**config.mk**
```make
export PLATFORM = sky130hd
export DESIGN_NAME = control_pipeline_flat
export DESIGN_NICKNAME = d
export VERILOG_FILES = /design/src/rtl/riscv_ctrl_pkg.sv /design/src/rtl/control_pipeline_if.sv /design/src/rtl/hazard_unit.sv /design/src/rtl/control_pipeline.sv /design/src/flat_wrapper.sv
export SDC_FILE = /design/constraint.sdc
export NUM_CORES = 1
export LEC_CHECK = 0
export ABC_CLOCK_PERIOD_IN_PS = 2430
export CAP_MARGIN = 10
export CELL_PAD_IN_SITES_DETAIL_PLACEMENT = 1
export CELL_PAD_IN_SITES_GLOBAL_PLACEMENT = 1
export CORE_UTILIZATION = 35
export CTS_CLUSTER_SIZE = 30
export DETAILED_ROUTE_END_ITERATION = 16
export PLACE_DENSITY = 0.86
export SETUP_SLACK_MARGIN = 0.05
export SYNTH_ARGS = -nofsm -noshare
export SYNTH_HDL_FRONTEND = slang
export SYNTH_HIERARCHICAL = 1
export SYNTH_SLANG_ARGS = --single-unit
```
**constraint.sdc**
```tcl
create_clock -name clk -period 2.43 [get_ports clk]
set_clock_uncertainty 0.15 [all_clocks]
set_input_delay 0.486 -clock clk [delete_from_list [all_inputs] [get_ports clk]]
set_output_delay 0.486 -clock clk [all_outputs]
set_load 0.005 [all_outputs]
```
**src/rtl/riscv_ctrl_pkg.sv**
```systemverilog
`default_nettype none
// +--------------------------------------------------------------------------+
// | riscv_ctrl_pkg: shared encodings for the control pipeline and hazards.   |
// | Rev 1.0                                                                  |
// +--------------------------------------------------------------------------+
package riscv_ctrl_pkg;

  localparam logic [1:0] RES_ALU = 2'b00;
  localparam logic [1:0] RES_MEM = 2'b01;
  localparam logic [1:0] RES_PC4 = 2'b10;

  localparam logic [1:0] FWD_RF  = 2'b00;
  localparam logic [1:0] FWD_W   = 2'b01;
  localparam logic [1:0] FWD_M   = 2'b10;

  localparam logic [2:0] F3_BEQ  = 3'b000;
  localparam logic [2:0] F3_BNE  = 3'b001;
  localparam logic [2:0] F3_BLT  = 3'b100;
  localparam logic [2:0] F3_BGE  = 3'b101;
  localparam logic [2:0] F3_BLTU = 3'b110;
  localparam logic [2:0] F3_BGEU = 3'b111;

endpackage
`default_nettype wire

```
**src/rtl/control_pipeline_if.sv**
```systemverilog
`default_nettype none
// +--------------------------------------------------------------------------+
// | control_pipeline_if: decode bundle, ALU flags and pipeline controls.     |
// | Rev 1.0                                                                  |
// +--------------------------------------------------------------------------+
interface control_pipeline_if #(
  parameter int REG_W  = 5,
  parameter int ALUC_W = 3
);
  logic              RegWriteD;
  logic [1:0]        ResultSrcD;
  logic              MemWriteD;
  logic              JumpD;
  logic              BranchD;
  logic [ALUC_W-1:0] ALUControlD;
  logic              ALUSrcD;
  logic [2:0]        funct3D;
  logic [REG_W-1:0]  Rs1D;
  logic [REG_W-1:0]  Rs2D;
  logic [REG_W-1:0]  RdD;
  logic              ZeroE;
  logic              LtE;
  logic              LtuE;

  logic [ALUC_W-1:0] ALUControlE;
  logic              ALUSrcE;
  logic              PCSrcE;
  logic [1:0]        ForwardAE;
  logic [1:0]        ForwardBE;
  logic              MemWriteM;
  logic              RegWriteW;
  logic [1:0]        ResultSrcW;
  logic [REG_W-1:0]  RdW;
  logic              StallF;
  logic              StallD;
  logic              FlushD;
  logic              FlushE;

  modport master (
    output RegWriteD, ResultSrcD, MemWriteD, JumpD, BranchD, ALUControlD,
           ALUSrcD, funct3D, Rs1D, Rs2D, RdD, ZeroE, LtE, LtuE,
    input  ALUControlE, ALUSrcE, PCSrcE, ForwardAE, ForwardBE, MemWriteM,
           RegWriteW, ResultSrcW, RdW, StallF, StallD, FlushD, FlushE
  );

  modport slave (
    input  RegWriteD, ResultSrcD, MemWriteD, JumpD, BranchD, ALUControlD,
           ALUSrcD, funct3D, Rs1D, Rs2D, RdD, ZeroE, LtE, LtuE,
    output ALUControlE, ALUSrcE, PCSrcE, ForwardAE, ForwardBE, MemWriteM,
           RegWriteW, ResultSrcW, RdW, StallF, StallD, FlushD, FlushE
  );
endinterface
`default_nettype wire

```
**src/rtl/hazard_unit.sv**
```systemverilog
`default_nettype none
// +--------------------------------------------------------------------------+
// | hazard_unit: load-use stall, operand forwarding selects, flush controls. |
// | Rev 1.0                                                                  |
// +--------------------------------------------------------------------------+
module hazard_unit
  import riscv_ctrl_pkg::*;
#(
  parameter int REG_W = 5
) (
  input  wire logic [1:0]       ResultSrcE_i,
  input  wire logic [REG_W-1:0] RdE_i,
  input  wire logic [REG_W-1:0] Rs1E_i,
  input  wire logic [REG_W-1:0] Rs2E_i,
  input  wire logic [REG_W-1:0] Rs1D_i,
  input  wire logic [REG_W-1:0] Rs2D_i,
  input  wire logic             RegWriteM_i,
  input  wire logic [REG_W-1:0] RdM_i,
  input  wire logic             RegWriteW_i,
  input  wire logic [REG_W-1:0] RdW_i,
  input  wire logic             PCSrcE_i,
  output logic [1:0]            ForwardAE_o,
  output logic [1:0]            ForwardBE_o,
  output logic                  StallF_o,
  output logic                  StallD_o,
  output logic                  FlushD_o,
  output logic                  FlushE_o
);

  logic lw_stall;

  // The younger writer (M) wins over W; x0 is hardwired and never forwarded.
  function automatic logic [1:0] fwd_sel(
    input logic             wr_m,
    input logic [REG_W-1:0] rd_m,
    input logic             wr_w,
    input logic [REG_W-1:0] rd_w,
    input logic [REG_W-1:0] rs
  );
    if (wr_m && (rd_m != '0) && (rd_m == rs)) begin
      return FWD_M;
    end else if (wr_w && (rd_w != '0) && (rd_w == rs)) begin
      return FWD_W;
    end
    return FWD_RF;
  endfunction

  assign lw_stall = (ResultSrcE_i == RES_MEM) && (RdE_i != '0) &&
                    ((Rs1D_i == RdE_i) || (Rs2D_i == RdE_i));

  assign ForwardAE_o = fwd_sel(RegWriteM_i, RdM_i, RegWriteW_i, RdW_i, Rs1E_i);
  assign ForwardBE_o = fwd_sel(RegWriteM_i, RdM_i, RegWriteW_i, RdW_i, Rs2E_i);

  assign StallF_o = lw_stall;
  assign StallD_o = lw_stall;
  assign FlushD_o = PCSrcE_i;
  assign FlushE_o = lw_stall | PCSrcE_i;

endmodule
`default_nettype wire

```
**src/rtl/control_pipeline.sv**
```systemverilog
`default_nettype none
// +--------------------------------------------------------------------------+
// | control_pipeline: E/M/W control registers, branch resolution in E and    |
// | hazard control. BRANCH_CMP_EN adds blt/bge/bltu/bgeu.  Rev 1.0           |
// +--------------------------------------------------------------------------+
module control_pipeline
  import riscv_ctrl_pkg::*;
#(
  parameter int REG_W  = 5,
  parameter int ALUC_W = 3
) (
  input  wire logic         clk,
  input  wire logic         rst,
  control_pipeline_if.slave bus
);

  logic              regwrite_e_q,  regwrite_e_d;
  logic [1:0]        resultsrc_e_q, resultsrc_e_d;
  logic              memwrite_e_q,  memwrite_e_d;
  logic              jump_e_q,      jump_e_d;
  logic              branch_e_q,    branch_e_d;
  logic [ALUC_W-1:0] aluctrl_e_q,   aluctrl_e_d;
  logic              alusrc_e_q,    alusrc_e_d;
  logic [2:0]        funct3_e_q,    funct3_e_d;
  logic [REG_W-1:0]  rs1_e_q,       rs1_e_d;
  logic [REG_W-1:0]  rs2_e_q,       rs2_e_d;
  logic [REG_W-1:0]  rd_e_q,        rd_e_d;

  logic              regwrite_m_q;
  logic [1:0]        resultsrc_m_q;
  logic              memwrite_m_q;
  logic [REG_W-1:0]  rd_m_q;

  logic              regwrite_w_q;
  logic [1:0]        resultsrc_w_q;
  logic [REG_W-1:0]  rd_w_q;

  logic              taken;
  logic              pcsrc_e;
  logic              stall_f;
  logic              stall_d;
  logic              flush_d;
  logic              flush_e;
  logic [1:0]        fwd_a;
  logic [1:0]        fwd_b;

  always_comb begin
    taken = 1'b0;
    case (funct3_e_q)
      F3_BEQ:  taken = bus.ZeroE;
      F3_BNE:  taken = ~bus.ZeroE;
`ifdef BRANCH_CMP_EN
      F3_BLT:  taken = bus.LtE;
      F3_BGE:  taken = ~bus.LtE;
      F3_BLTU: taken = bus.LtuE;
      F3_BGEU: taken = ~bus.LtuE;
`else
      F3_BLT, F3_BGE, F3_BLTU, F3_BGEU: taken = 1'b0;
`endif
      default: taken = 1'b0;
    endcase
  end

`ifndef BRANCH_CMP_EN
  logic unused_flags;
  assign unused_flags = bus.LtE ^ bus.LtuE;
`endif

  assign pcsrc_e = jump_e_q | (branch_e_q & taken);

  hazard_unit #(
    .REG_W (REG_W)
  ) u_hazard (
    .ResultSrcE_i (resultsrc_e_q),
    .RdE_i        (rd_e_q),
    .Rs1E_i       (rs1_e_q),
    .Rs2E_i       (rs2_e_q),
    .Rs1D_i       (bus.Rs1D),
    .Rs2D_i       (bus.Rs2D),
    .RegWriteM_i  (regwrite_m_q),
    .RdM_i        (rd_m_q),
    .RegWriteW_i  (regwrite_w_q),
    .RdW_i        (rd_w_q),
    .PCSrcE_i     (pcsrc_e),
    .ForwardAE_o  (fwd_a),
    .ForwardBE_o  (fwd_b),
    .StallF_o     (stall_f),
    .StallD_o     (stall_d),
    .FlushD_o     (flush_d),
    .FlushE_o     (flush_e)
  );

  // A flushed E slot becomes an all-zero bubble: no write, no branch, no jump.
  always_comb begin
    regwrite_e_d  = bus.RegWriteD;
    resultsrc_e_d = bus.ResultSrcD;
    memwrite_e_d  = bus.MemWriteD;
    jump_e_d      = bus.JumpD;
    branch_e_d    = bus.BranchD;
    aluctrl_e_d   = bus.ALUControlD;
    alusrc_e_d    = bus.ALUSrcD;
    funct3_e_d    = bus.funct3D;
    rs1_e_d       = bus.Rs1D;
    rs2_e_d       = bus.Rs2D;
    rd_e_d        = bus.RdD;
    if (flush_e) begin
      regwrite_e_d  = 1'b0;
      resultsrc_e_d = RES_ALU;
      memwrite_e_d  = 1'b0;
      jump_e_d      = 1'b0;
      branch_e_d    = 1'b0;
      aluctrl_e_d   = '0;
      alusrc_e_d    = 1'b0;
      funct3_e_d    = '0;
      rs1_e_d       = '0;
      rs2_e_d       = '0;
      rd_e_d        = '0;
    end
  end

  always_ff @(posedge clk) begin
    if (rst) begin
      regwrite_e_q  <= 1'b0;
      resultsrc_e_q <= RES_ALU;
      memwrite_e_q  <= 1'b0;
      jump_e_q      <= 1'b0;
      branch_e_q    <= 1'b0;
      aluctrl_e_q   <= '0;
      alusrc_e_q    <= 1'b0;
      funct3_e_q    <= '0;
      rs1_e_q       <= '0;
      rs2_e_q       <= '0;
      rd_e_q        <= '0;
      regwrite_m_q  <= 1'b0;
      resultsrc_m_q <= RES_ALU;
      memwrite_m_q  <= 1'b0;
      rd_m_q        <= '0;
      regwrite_w_q  <= 1'b0;
      resultsrc_w_q <= RES_ALU;
      rd_w_q        <= '0;
    end else begin
      regwrite_e_q  <= regwrite_e_d;
      resultsrc_e_q <= resultsrc_e_d;
      memwrite_e_q  <= memwrite_e_d;
      jump_e_q      <= jump_e_d;
      branch_e_q    <= branch_e_d;
      aluctrl_e_q   <= aluctrl_e_d;
      alusrc_e_q    <= alusrc_e_d;
      funct3_e_q    <= funct3_e_d;
      rs1_e_q       <= rs1_e_d;
      rs2_e_q       <= rs2_e_d;
      rd_e_q        <= rd_e_d;
      regwrite_m_q  <= regwrite_e_q;
      resultsrc_m_q <= resultsrc_e_q;
      memwrite_m_q  <= memwrite_e_q;
      rd_m_q        <= rd_e_q;
      regwrite_w_q  <= regwrite_m_q;
      resultsrc_w_q <= resultsrc_m_q;
      rd_w_q        <= rd_m_q;
    end
  end

  assign bus.ALUControlE = aluctrl_e_q;
  assign bus.ALUSrcE     = alusrc_e_q;
  assign bus.PCSrcE      = pcsrc_e;
  assign bus.ForwardAE   = fwd_a;
  assign bus.ForwardBE   = fwd_b;
  assign bus.MemWriteM   = memwrite_m_q;
  assign bus.RegWriteW   = regwrite_w_q;
  assign bus.ResultSrcW  = resultsrc_w_q;
  assign bus.RdW         = rd_w_q;
  assign bus.StallF      = stall_f;
  assign bus.StallD      = stall_d;
  assign bus.FlushD      = flush_d;
  assign bus.FlushE      = flush_e;

endmodule
`default_nettype wire

```
**src/flat_wrapper.sv**
```systemverilog
// flat-port wrapper written by rule: the top's interface ports become plain ports
module control_pipeline_flat import riscv_ctrl_pkg::*;
#(
  parameter int REG_W  = 5,
  parameter int ALUC_W = 3
)
  (clk, rst, bus_RegWriteD, bus_ResultSrcD, bus_MemWriteD, bus_JumpD, bus_BranchD, bus_ALUControlD, bus_ALUSrcD, bus_funct3D, bus_Rs1D, bus_Rs2D, bus_RdD, bus_ZeroE, bus_LtE, bus_LtuE, bus_ALUControlE, bus_ALUSrcE, bus_PCSrcE, bus_ForwardAE, bus_ForwardBE, bus_MemWriteM, bus_RegWriteW, bus_ResultSrcW, bus_RdW, bus_StallF, bus_StallD, bus_FlushD, bus_FlushE);
  control_pipeline_if #(.REG_W(REG_W), .ALUC_W(ALUC_W)) bus_i ();
  input  wire logic clk;
  input  wire logic rst;
  input wire logic [$bits(bus_i.RegWriteD)-1:0] bus_RegWriteD;
  input wire logic [$bits(bus_i.ResultSrcD)-1:0] bus_ResultSrcD;
  input wire logic [$bits(bus_i.MemWriteD)-1:0] bus_MemWriteD;
  input wire logic [$bits(bus_i.JumpD)-1:0] bus_JumpD;
  input wire logic [$bits(bus_i.BranchD)-1:0] bus_BranchD;
  input wire logic [$bits(bus_i.ALUControlD)-1:0] bus_ALUControlD;
  input wire logic [$bits(bus_i.ALUSrcD)-1:0] bus_ALUSrcD;
  input wire logic [$bits(bus_i.funct3D)-1:0] bus_funct3D;
  input wire logic [$bits(bus_i.Rs1D)-1:0] bus_Rs1D;
  input wire logic [$bits(bus_i.Rs2D)-1:0] bus_Rs2D;
  input wire logic [$bits(bus_i.RdD)-1:0] bus_RdD;
  input wire logic [$bits(bus_i.ZeroE)-1:0] bus_ZeroE;
  input wire logic [$bits(bus_i.LtE)-1:0] bus_LtE;
  input wire logic [$bits(bus_i.LtuE)-1:0] bus_LtuE;
  output wire logic [$bits(bus_i.ALUControlE)-1:0] bus_ALUControlE;
  output wire logic [$bits(bus_i.ALUSrcE)-1:0] bus_ALUSrcE;
  output wire logic [$bits(bus_i.PCSrcE)-1:0] bus_PCSrcE;
  output wire logic [$bits(bus_i.ForwardAE)-1:0] bus_ForwardAE;
  output wire logic [$bits(bus_i.ForwardBE)-1:0] bus_ForwardBE;
  output wire logic [$bits(bus_i.MemWriteM)-1:0] bus_MemWriteM;
  output wire logic [$bits(bus_i.RegWriteW)-1:0] bus_RegWriteW;
  output wire logic [$bits(bus_i.ResultSrcW)-1:0] bus_ResultSrcW;
  output wire logic [$bits(bus_i.RdW)-1:0] bus_RdW;
  output wire logic [$bits(bus_i.StallF)-1:0] bus_StallF;
  output wire logic [$bits(bus_i.StallD)-1:0] bus_StallD;
  output wire logic [$bits(bus_i.FlushD)-1:0] bus_FlushD;
  output wire logic [$bits(bus_i.FlushE)-1:0] bus_FlushE;
  assign bus_i.RegWriteD = bus_RegWriteD;
  assign bus_i.ResultSrcD = bus_ResultSrcD;
  assign bus_i.MemWriteD = bus_MemWriteD;
  assign bus_i.JumpD = bus_JumpD;
  assign bus_i.BranchD = bus_BranchD;
  assign bus_i.ALUControlD = bus_ALUControlD;
  assign bus_i.ALUSrcD = bus_ALUSrcD;
  assign bus_i.funct3D = bus_funct3D;
  assign bus_i.Rs1D = bus_Rs1D;
  assign bus_i.Rs2D = bus_Rs2D;
  assign bus_i.RdD = bus_RdD;
  assign bus_i.ZeroE = bus_ZeroE;
  assign bus_i.LtE = bus_LtE;
  assign bus_i.LtuE = bus_LtuE;
  assign bus_ALUControlE = bus_i.ALUControlE;
  assign bus_ALUSrcE = bus_i.ALUSrcE;
  assign bus_PCSrcE = bus_i.PCSrcE;
  assign bus_ForwardAE = bus_i.ForwardAE;
  assign bus_ForwardBE = bus_i.ForwardBE;
  assign bus_MemWriteM = bus_i.MemWriteM;
  assign bus_RegWriteW = bus_i.RegWriteW;
  assign bus_ResultSrcW = bus_i.ResultSrcW;
  assign bus_RdW = bus_i.RdW;
  assign bus_StallF = bus_i.StallF;
  assign bus_StallD = bus_i.StallD;
  assign bus_FlushD = bus_i.FlushD;
  assign bus_FlushE = bus_i.FlushE;
  control_pipeline #(.REG_W(REG_W), .ALUC_W(ALUC_W)) u_core (.clk(clk), .rst(rst), .bus(bus_i));
endmodule
```
* Word-level counts from Yosys, hierarchy flattened
Cells that the tools add are included.
** Word-level totals
- Register bits :: 45
- Latch bits :: 0
- Memory bits (writable) :: 0
- Memory bits (read-only) :: 0
- Input port bits :: 33
- Output and inout port bits :: 22
- Logic and storage cells :: 55
- Memories kept :: 0
** Cells by class
- Add/subtract/negate cells :: 0
- $mul :: 0
- Div/mod/pow operators :: 0
- Magnitude comparators :: 0
- Equality and inequality tests :: 8
- Shift-type cells :: 0
- Multiplexer cells :: 11
- Bitwise operators :: 4
- Reductions and logical operators :: 14
** Operators by type and width (count)
- $eq 5x5->1 :: 6
- $reduce_bool 5->1 :: 3
- $mux 2 :: 6
- $logic_and 1x1->1 :: 8
- $mux 1 :: 4
- $eq 3x1->1 const B :: 1
- $logic_not 3->1 :: 1
- $eq 2x1->1 const B :: 1
- $or 1x1->1 :: 2
- $pmux 1 s2 :: 1
- $reduce_or 2->1 :: 1
- $and 1x1->1 :: 1
- $logic_or 1x1->1 :: 1
- $not 1->1 :: 1

* Logic depth before layout (Yosys ltp)
Gate-level depths: netlist (run 1).
- Depth after elaboration :: 6
- Depth in mapped cells :: 7
- Mapped depth without buffers :: 6

* By module
Netlist (run 1), hierarchy kept.
** Modules (own cells, without submodules)
- control_pipeline :: instances 1, cells each 97, area each 1301.2 um2
- hazard_unit :: instances 1, cells each 55, area each 427.9 um2

* Worst setup path after synthesis (run 1)
Ideal clock, no wire load.
- Kind :: input -> register
- Start :: in bus_Rs1D[2]
- End :: reg u_core.branch_e_q
- Setup time :: 0.113 ns
- Data arrival time :: 1.960 ns
- Required time :: 2.167 ns
- Path slack :: 0.207 ns
- Stages on the path :: 7
- Buffers on the path :: 1
- Path through :: xor2_1 nor3_1 a22oi_1 o41ai_1 nor2_4 buf_6 and2_4
** On the way
- Longest elaborated chain between the ends :: 5
** Ends and longest elaborated chain
- from (decl) :: RTL line flat_wrapper.sv:19 : input wire logic [$bits(bus_i.Rs1D)-1:0] bus_Rs1D;
- $eq 5x5->1 :: RTL line hazard_unit.sv:49 : ((Rs1D_i == RdE_i) || (Rs2D_i == RdE_i));
- $logic_or 1x1->1 :: RTL line hazard_unit.sv:49
- $logic_and 1x1->1 :: RTL line hazard_unit.sv:48 : assign lw_stall = (ResultSrcE_i == RES_MEM) && (RdE_i != '0) &&
- $or 1x1->1 :: RTL line hazard_unit.sv:57 : assign FlushE_o = lw_stall | PCSrcE_i;
- net bus_FlushE :: RTL line flat_wrapper.sv:37 : output wire logic [$bits(bus_i.FlushE)-1:0] bus_FlushE;
- $reduce_or 2->1 (no source line)
- to (signal assigned) :: RTL line control_pipeline.sv:146 : branch_e_q <= branch_e_d;
- to (decl) :: RTL line control_pipeline.sv:21 : logic branch_e_q, branch_e_d;
The timed path passes the listed nets, and every way through them passes these cells.
A chain may end at the register's enable or synchronous reset.

* Final worst setup path (run 1)
- Start :: reg u_core.rd_m_q[3]
- End :: out bus_ForwardBE[0]
** On the way
- Longest elaborated chain between the ends :: 5
- Elaborated cells on any way between the ends :: 7
- Classes of those cells :: eq/ne (1); mux (3); reduce/logical (3)
** Ends and longest elaborated chain
- from (decl) :: RTL line control_pipeline.sv:32 : logic [REG_W-1:0] rd_m_q;
- from (signal assigned) :: RTL line control_pipeline.sv:156 : rd_m_q <= rd_e_q;
- $reduce_bool 5->1 :: RTL line hazard_unit.sv:40 : if (wr_m && (rd_m != '0) && (rd_m == rs)) begin
- $logic_and 1x1->1 :: RTL line hazard_unit.sv:40
- $logic_and 1x1->1 * :: RTL line hazard_unit.sv:40
- $mux 2 or $mux 1 (tied branches) :: RTL line hazard_unit.sv:40
- $mux 2 * :: RTL line hazard_unit.sv:45 : return FWD_RF;
- to (decl) :: RTL line flat_wrapper.sv:29 : output wire logic [$bits(bus_i.ForwardBE)-1:0] bus_ForwardBE;
Every way passes the cells marked *; elsewhere a longest branch is shown, timed or not.

==> summary.txt, run 1 <==
Outcome
  • Status: finished, violations left
  • Failing checks: setup timing

Floorplan
  • Die height: 72.3 um
  • Number of cell rows: 25
  • Die width: 72.3 um
  • Number of I/O pins: 55
  • Die Footprint: 5230 sq um
  • Core outline area: 4720 sq um
  • Initial standard-cell utilization of the core: 36.6%

Synth
  • Simple-gate area share of the yosys netlist: 27.1%
  • Complex-gate fraction of the synthesized area: 2.24%
  • Synth warn: 6
  • Post-synthesis cell count: 152
  • Sequential cell area fraction in the yosys report: 52.1%
  • Synthesized Nets: 185
  • Post-synthesis average cell area: 11.4 sq um
  • Post-synthesis share of cell area spent on xor and xnor gates: 15.7%
  • Synth Cell Area: 1730 sq um
  • Number of library cell types mapped by synthesis: 23
  • Synthesis-stage register bit count: 45
  • Multiplexer fraction of the synthesized cell area: 0%
  • Synth Area in Adders: 0%
  • Combinational family with the most area after synthesis: simple AND/OR/NAND/NOR gates

Global route
  • Antenna violations before repair: 0
  • Total congestion overflow: 0
  • Via count of the first global-routing pass: 1,355
  • First-pass GRT wire length: 6.68 mm
  • Largest net degree at the start of global routing: 18
  • Total Routing Usage GR: 17.8%

Worst setup path
  • Endpoint type of the worst setup path: output port
  • Crit path required time: 1790 ps
  • Buffer and inverter count on the worst path: 2
  • Cell Chain, Critical Path: or4_4, o21ai_4, buf_4, nor4_4, nor4_2, buf_2
  • Worst EP arrival: 1800 ps
  • Crit path launch type: flop
  • Largest fanout of any net on the critical path: 2
  • Worst Setup SP: u_core/rd_m_q[3]$_SDFF_PP0_
  • Register-to-register path setup slack: 180 ps
  • RR Startpoint: u_core/rd_e_q[1]$_SDFF_PP0_
  • Worst reg2reg endpoint: u_core/rd_e_q[0]$_SDFF_PP0_
  • Reg2Reg Depth: 8
  • Worst stage delay on the critical path: 540 ps
  • Worst Setup Path Type: reg2out
  • Family of cells with the greatest summed delay on the critical path: simple AND/OR/NAND/NOR gates
  • Slowest CP cell: or4_4

Layout
  • Nets@finish: 258
  • Commonest non-fill, non-tap cell in the layout: dfxtp_1
  • Final standard cell utilization of the core: 55.8%
  • Share of final-layout standard cells stronger than drive strength 1: 37.2%
  • Non-filler instance count after layout: 293
  • N_diodes: 0
  • Area delta synth->final: 52.5%
  • # fillers: 506
  • Most frequent cells in the layout: dfxtp_1, clkdlybuf4s50_1, xor2_1, and2_4, buf_4

Power
  • Design Power: 1.65 mW
  • Share of total power consumed by net switching: 23.2%
  • Power density over the cells: 627 nW/um^2
  • Static Leakage: 1.18 nW
  • Worst vdd rail ir drop: 459 uV
  • P_sw: 0.384 mW
  • Clock network fraction of design power: 35.0%
  • Internal power of the cells: 1.27 mW
  • Flop pwr share: 49.1%
  • Gate power share: 15.9%

Placed design
  • Detailed-placement wirelength estimate: 3.00 mm
  • Cells after DPL: 280
  • Post-Place Worst Slack: -780 ps
  • # port buffers: 52
  • RD Place Congestion: 0.737

Timing
  • Number of failing setup endpoints in the final timing report: 1
  • Fin worst setup slack: -4.46 ps
  • Worst-case headroom to the max-slew limit: 75.9%
  • Maximum frequency from static timing analysis: 0.411 GHz
  • Fin crit share: 100%
  • Number of max-slew violations in the final report: 0
  • Setup repair after global routing missed its margin: true
  • Transition time at the pin with the least slew margin: 361 ps
  • Number of hold-slack violations in the final timing report: 0
  • Post-route minimum period: 2430 ps

CTS
  • Number of clock sinks: 45
  • Hold Buf Count CTS: 0
  • TritonCTS Buffers: 5
  • Clock tree from TritonCTS: built
  • Register clock-pin slew on the reported worst setup and hold paths: 80 ps
  • Max H-tree Level: 2
  • Maximum number of buffers from clock root to sink: 2
  • Root Buffer Master: clkbuf_8
  • Clock latency on the worst-skew pair: 290 ps

Hold path
  • Number of cells on the worst hold path: 1
  • Worst hold path endpoint: u_core/bus.MemWriteM$_SDFF_PP0_
  • Worst hold path type: reg2reg
  • Startpoint of the tightest hold check path: u_core/memwrite_e_q$_SDFF_PP0_

Route
  • First-pass detailed-route iteration total: 2
  • Vias/cell: 4.42
  • Total via count after detailed routing: 1,295
  • WL per Instance: 14.8 um
  • Detailed-route DRC error count: 0
  • Routed wire length: 4.34 mm
  • Antenna violation net count after detailed routing: 0
  • Starting DRC count in detailed routing: 28

Flow run
  • Number of max-cap violations: 0
kinds of logic after synthesis:
logic type,Yosys count
AO/OA/AOI/OAI,5
AND/OR/NAND/NOR,64
XOR/XNOR,31
flip-flops,45
buffers and inverters,7
what timing repair did:
| action | CTS | global route |
|---|---|---|
| setup endpoints to repair | 37 | 19 |
| resized for setup | 68 | 9 |
| buffers inserted | 3 | 1 |
| pin swaps | 18 | 6 |
| gates cloned | 1 | 0 |
| endpoints found under the hold margin | 0 | 0 |
through the flow:
stage / setup TNS, ps / hold WS (ps) / area [sq um]
after floorplan: 0 / 261 / 1730
after global placement: -9030 / 264 / 2400
after detailed placement: -10960 / 273 / 2400
after CTS: -37.7 / 294 / 2610
after global routing: -193 / 314 / 2640
final: -4.46 / 288 / 2640
per-layer routing:
metal  track usage [%]  wire length [um]  vias to the layer above  part of all wire [%]
met2              33.2              2340                       42                    54
met4              7.41               148                        0                   3.4
met1              18.3              1680                      605                    39
li1                  -                 -                      633                     -
met5                 0                 0                        -                     0
met3              5.28               164                       15                   3.8
cell usage after synthesis:
library cell	count	area [sq um]
dfxtp_1	45	901
xor2_1	25	219
and2_4	20	175
nor2b_1	10	62.6
and2_1	8	50.1
and2b_1	7	52.6
xnor2_1	6	52.6
or4_1	5	37.5
nor2_1	4	15.0
nor4_1	3	18.8
buf_4	2	15.0
buf_6	2	22.5
inv_1	2	7.51
nand3_1	2	10.0
nor3_1	2	10.0
nor4_2	2	25.0
a22oi_1	1	7.51
a31o_2	1	8.76
buf_2	1	5.00
nor2_4	1	11.3
o21ai_1	1	5.00
o21ai_2	1	8.76
o41ai_1	1	8.76
worst max-delay path by stage:
| stage | endpoint | slack, ps | cells after the start |
|---|---|---|---|
| final | bus_ForwardBE[0] | -4 | 6 |
| after CTS | bus_ForwardAE[0] | -40 | 5 |
| after floorplan | u_core/branch_e_q$_SDFF_PP0_ | 210 | 7 |
| after detailed placement | bus_FlushE | -780 | 6 |
| after global routing | bus_ForwardBE[0] | -70 | 6 |
| after global placement | bus_FlushE | -700 | 6 |
state kept, by name, indices dropped and copies added, names as in the netlist, 2 cells and up:
signal / flops
u_core/rd_m_q: 5
u_core/funct3_e_q: 3
u_core/bus.ResultSrcW: 2
u_core/rs2_e_q: 5
u_core/resultsrc_m_q: 2
u_core/resultsrc_e_q: 2
u_core/rs1_e_q: 5
u_core/bus.RdW: 5
u_core/rd_e_q: 5
u_core/bus.ALUControlE: 3
layout make-up:
| cell class | instances | area, sq um | area share (%) |
|---|---|---|---|
| sequential | 45 | 917 | 34.8 |
| multi-input combinational | 101 | 901 | 34.2 |
| timing repair buffer | 70 | 608 | 23.1 |
| tap | 67 | 83.8 | 3.18 |
| clock buffer | 6 | 82.6 | 3.13 |
| clock inverter | 2 | 37.5 | 1.42 |
| inverter | 2 | 7.51 | 0.285 |
power by group through the flow:
stage	clock network (mW)	registers [mW]	logic, mW
global route	0.620	0.816	0.283
CTS	0.593	0.811	0.260
detailed placement	0	0.827	0.234
global placement	0	0.823	0.225
floorplan	0	0.821	0.119
finish	0.578	0.812	0.263
Note: power is estimated with default switching activity, not from simulation.
==> run 2: changes to the inputs <==
- CORE_MARGIN: unset -> 4
- CTS_CLUSTER_DIAMETER: unset -> 150
==> summary.txt, run 2 (synthesized netlist as in run 1, its figures left out) <==
Power
  • Static Leakage: 1.22 nW (was 1.18 nW)
  • P_sw: 0.388 mW (was 0.384 mW)
  • Internal power of the cells: 1.36 mW (was 1.27 mW)
  • Share of total power consumed by net switching: 22.2% (was 23.2%)
  • Gate power share: 16.1% (was 15.9%)
  • Flop pwr share: 46.5% (was 49.1%)
  • Power density over the cells: 636 nW/um^2 (was 627 nW/um^2)
  • Clock network fraction of design power: 37.4% (was 35.0%)
  • Worst vdd rail ir drop: 469 uV (was 459 uV)

Global route
  • Antenna violations before repair: 0 (unchanged)
  • First-pass GRT wire length: 7.16 mm (was 6.68 mm)
  • Largest net degree at the start of global routing: 18 (unchanged)
  • Total Routing Usage GR: 15.3% (was 17.8%)
  • Via count of the first global-routing pass: 1,439 (was 1,355)
  • Total congestion overflow: 0 (unchanged)

Timing
  • Worst-case headroom to the max-slew limit: 79.4% (was 75.9%)
  • Number of hold-slack violations in the final timing report: 0 (unchanged)
  • Fin worst setup slack: -93.8 ps (was -4.46 ps)
  • Transition time at the pin with the least slew margin: 306 ps (was 361 ps)
  • Total negative slack: -118 ps (was -4.46 ps)
  • Number of max-slew violations in the final report: 0 (unchanged)
  • Maximum frequency from static timing analysis: 0.396 GHz (was 0.411 GHz)
  • Number of failing setup endpoints in the final timing report: 2 (was 1)
  • Fin crit share: 104% (was 100%)
  • Post-route minimum period: 2520 ps (was 2430 ps)
  • Setup repair after global routing missed its margin: true (unchanged)

Route
  • Detailed-route DRC error count: 0 (unchanged)
  • Vias/cell: 4.31 (was 4.42)
  • WL per Instance: 14.4 um (was 14.8 um)
  • Total via count after detailed routing: 1,276 (was 1,295)
  • Starting DRC count in detailed routing: 35 (was 28)
  • Routed wire length: 4.27 mm (was 4.34 mm)
  • Antenna violation net count after detailed routing: 0 (unchanged)
  • First-pass detailed-route iteration total: 3 (was 2)

CTS
  • Max H-tree Level: 2 (unchanged)
  • Clock latency on the worst-skew pair: 290 ps (about the same)
  • Register clock-pin slew on the reported worst setup and hold paths: 80 ps (about the same)
  • Hold Buf Count CTS: 0 (unchanged)
  • TritonCTS Buffers: 5 (unchanged)
  • Clock tree from TritonCTS: built (unchanged)
  • Number of clock sinks: 45 (unchanged)
  • Root Buffer Master: clkbuf_8 (unchanged)
  • Maximum number of buffers from clock root to sink: 2 (unchanged)

Worst setup path
  • Largest fanout of any net on the critical path: 2 (unchanged)
  • Crit path required time: 1790 ps (about the same)
  • Crit path launch type: primary input (was flop)
  • Endpoint type of the worst setup path: output port (unchanged)
  • RR Startpoint: u_core/rd_e_q[4]$_SDFF_PP0_ (was u_core/rd_e_q[1]$_SDFF_PP0_)
  • Worst EP arrival: 1890 ps (was 1800 ps)
  • Worst Setup Path Type: in2out (was reg2out)
  • Worst Setup SP: bus_Rs2D[0] (was u_core/rd_m_q[3]$_SDFF_PP0_)

Layout
  • Commonest non-fill, non-tap cell in the layout: dfxtp_1 (unchanged)
  • Non-filler instance count after layout: 296 (was 293)
  • Area of the multi-input gates: 920 sq um (was 901 sq um)
  • Share of final-layout standard cells stronger than drive strength 1: 39.3% (was 37.2%)
  • Final standard cell utilization of the core: 57.8% (was 55.8%)
  • N_diodes: 0 (unchanged)
  • Most frequent cells in the layout: dfxtp_1, clkdlybuf4s50_1, xor2_1, buf_4, and2_4 (was dfxtp_1, clkdlybuf4s50_1, xor2_1, and2_4, buf_4)
  • Area of all placed cells without fillers: 2750 sq um (was 2640 sq um)
  • Footprint of the flip-flops and latches: 916 sq um (was 917 sq um)
  • Nets@finish: 261 (was 258)
  • # fillers: 503 (was 506)
  • Area delta synth->final: 58.8% (was 52.5%)

Placed design
  • RD Place Congestion: 0.759 (was 0.737)
  • Cells after DPL: 285 (was 280)
  • Detailed-placement wirelength estimate: 3.09 mm (was 3.00 mm)
  • # port buffers: 52 (unchanged)
  • Placed Area: 2450 sq um (was 2400 sq um)

Outcome
  • Status: finished, violations left (unchanged)
  • Failing checks: setup timing (unchanged)

Floorplan
  • Initial standard-cell utilization of the core: 36.4% (was 36.6%)
  • Core outline area: 4750 sq um (was 4720 sq um)
  • Die height: 78.3 um (was 72.3 um)
  • Number of cell rows: 25 (unchanged)
  • Die Footprint: 6130 sq um (was 5230 sq um)
  • Die width: 78.3 um (was 72.3 um)
  • Number of I/O pins: 55 (unchanged)

Hold path
  • Worst hold path type: in2reg (was reg2reg)
  • Startpoint of the tightest hold check path: bus_Rs1D[4] (was u_core/memwrite_e_q$_SDFF_PP0_)

Flow run
  • Number of max-cap violations: 0 (unchanged)
==> run 2: metal layers <==
layer / wire, um / track usage (%) / part of all wire [%] / up-vias
li1: - / - / - / 636
met1: 1640 / 16.1 / 38 / 603
met2: 2400 / 29.0 / 56 / 32
met3: 164 / 2.64 / 3.8 / 5
met4: 72 / 7.52 / 1.7 / 0
met5: 0 / 0 / 0 / -
==> run 2: path summary, 6_finish.rpt <==
path	slack (ps)	cells after the start	end
worst max register to register	370	8	u_core/bus.ALUControlE[2]$_SDFF_PP0_
worst min-delay path	280	2	u_core/rs1_e_q[4]$_SDFF_PP0_
worst min register to register	290	1	u_core/regwrite_m_q$_SDFF_PP0_
worst max-delay path	-90	7	bus_FlushE
==> run 2: cell type report <==
| type | instances | area share (%) |
|---|---|---|
| repair buffers | 74 | 25.0 |
| multi-input cells | 100 | 33.5 |
| clock buffers | 5 | 2.51 |
| clock inverters | 3 | 2.37 |
| well taps | 67 | 3.05 |
| flip-flops and latches | 45 | 33.3 |
| inverters | 2 | 0.273 |
==> run 2: power groups by stage <==
stage	Clock [mW]	Sequential [mW]	Combinational (mW)
2_1_floorplan	0	0.821	0.119
3_3_place_gp	0	0.824	0.239
3_5_place_dp	0	0.827	0.246
4_1_cts	0.672	0.811	0.262
5_1_grt	0.707	0.818	0.305
6_report	0.654	0.813	0.281
==> run 2: through the flow <==
step | power, mW | hold slack [ps] | setup slack [ps]
after global placement | 1.06 | 265 | -631
after global routing | 1.83 | 272 | -181
after detailed placement | 1.07 | 270 | -673
after floorplan | 0.940 | 261 | 207
final | 1.75 | 276 | -93.8
after CTS | 1.74 | 268 | -73.3
==> run 2: worst max-delay path: stages <==
cell and delay (ps):
clkdlybuf4s15_1 220, xor2_1 190, nor3_2 240, a22oi_2 120
o41ai_2 230, buf_4 160, dlygate4sd2_1 230
==> run 2: what timing repair did <==
item | CTS | global route
pin swaps | 17 | 8
gates cloned | 0 | 0
setup endpoints to repair | 37 | 7
setup buffers | 3 | 1
resized for setup | 67 | 19
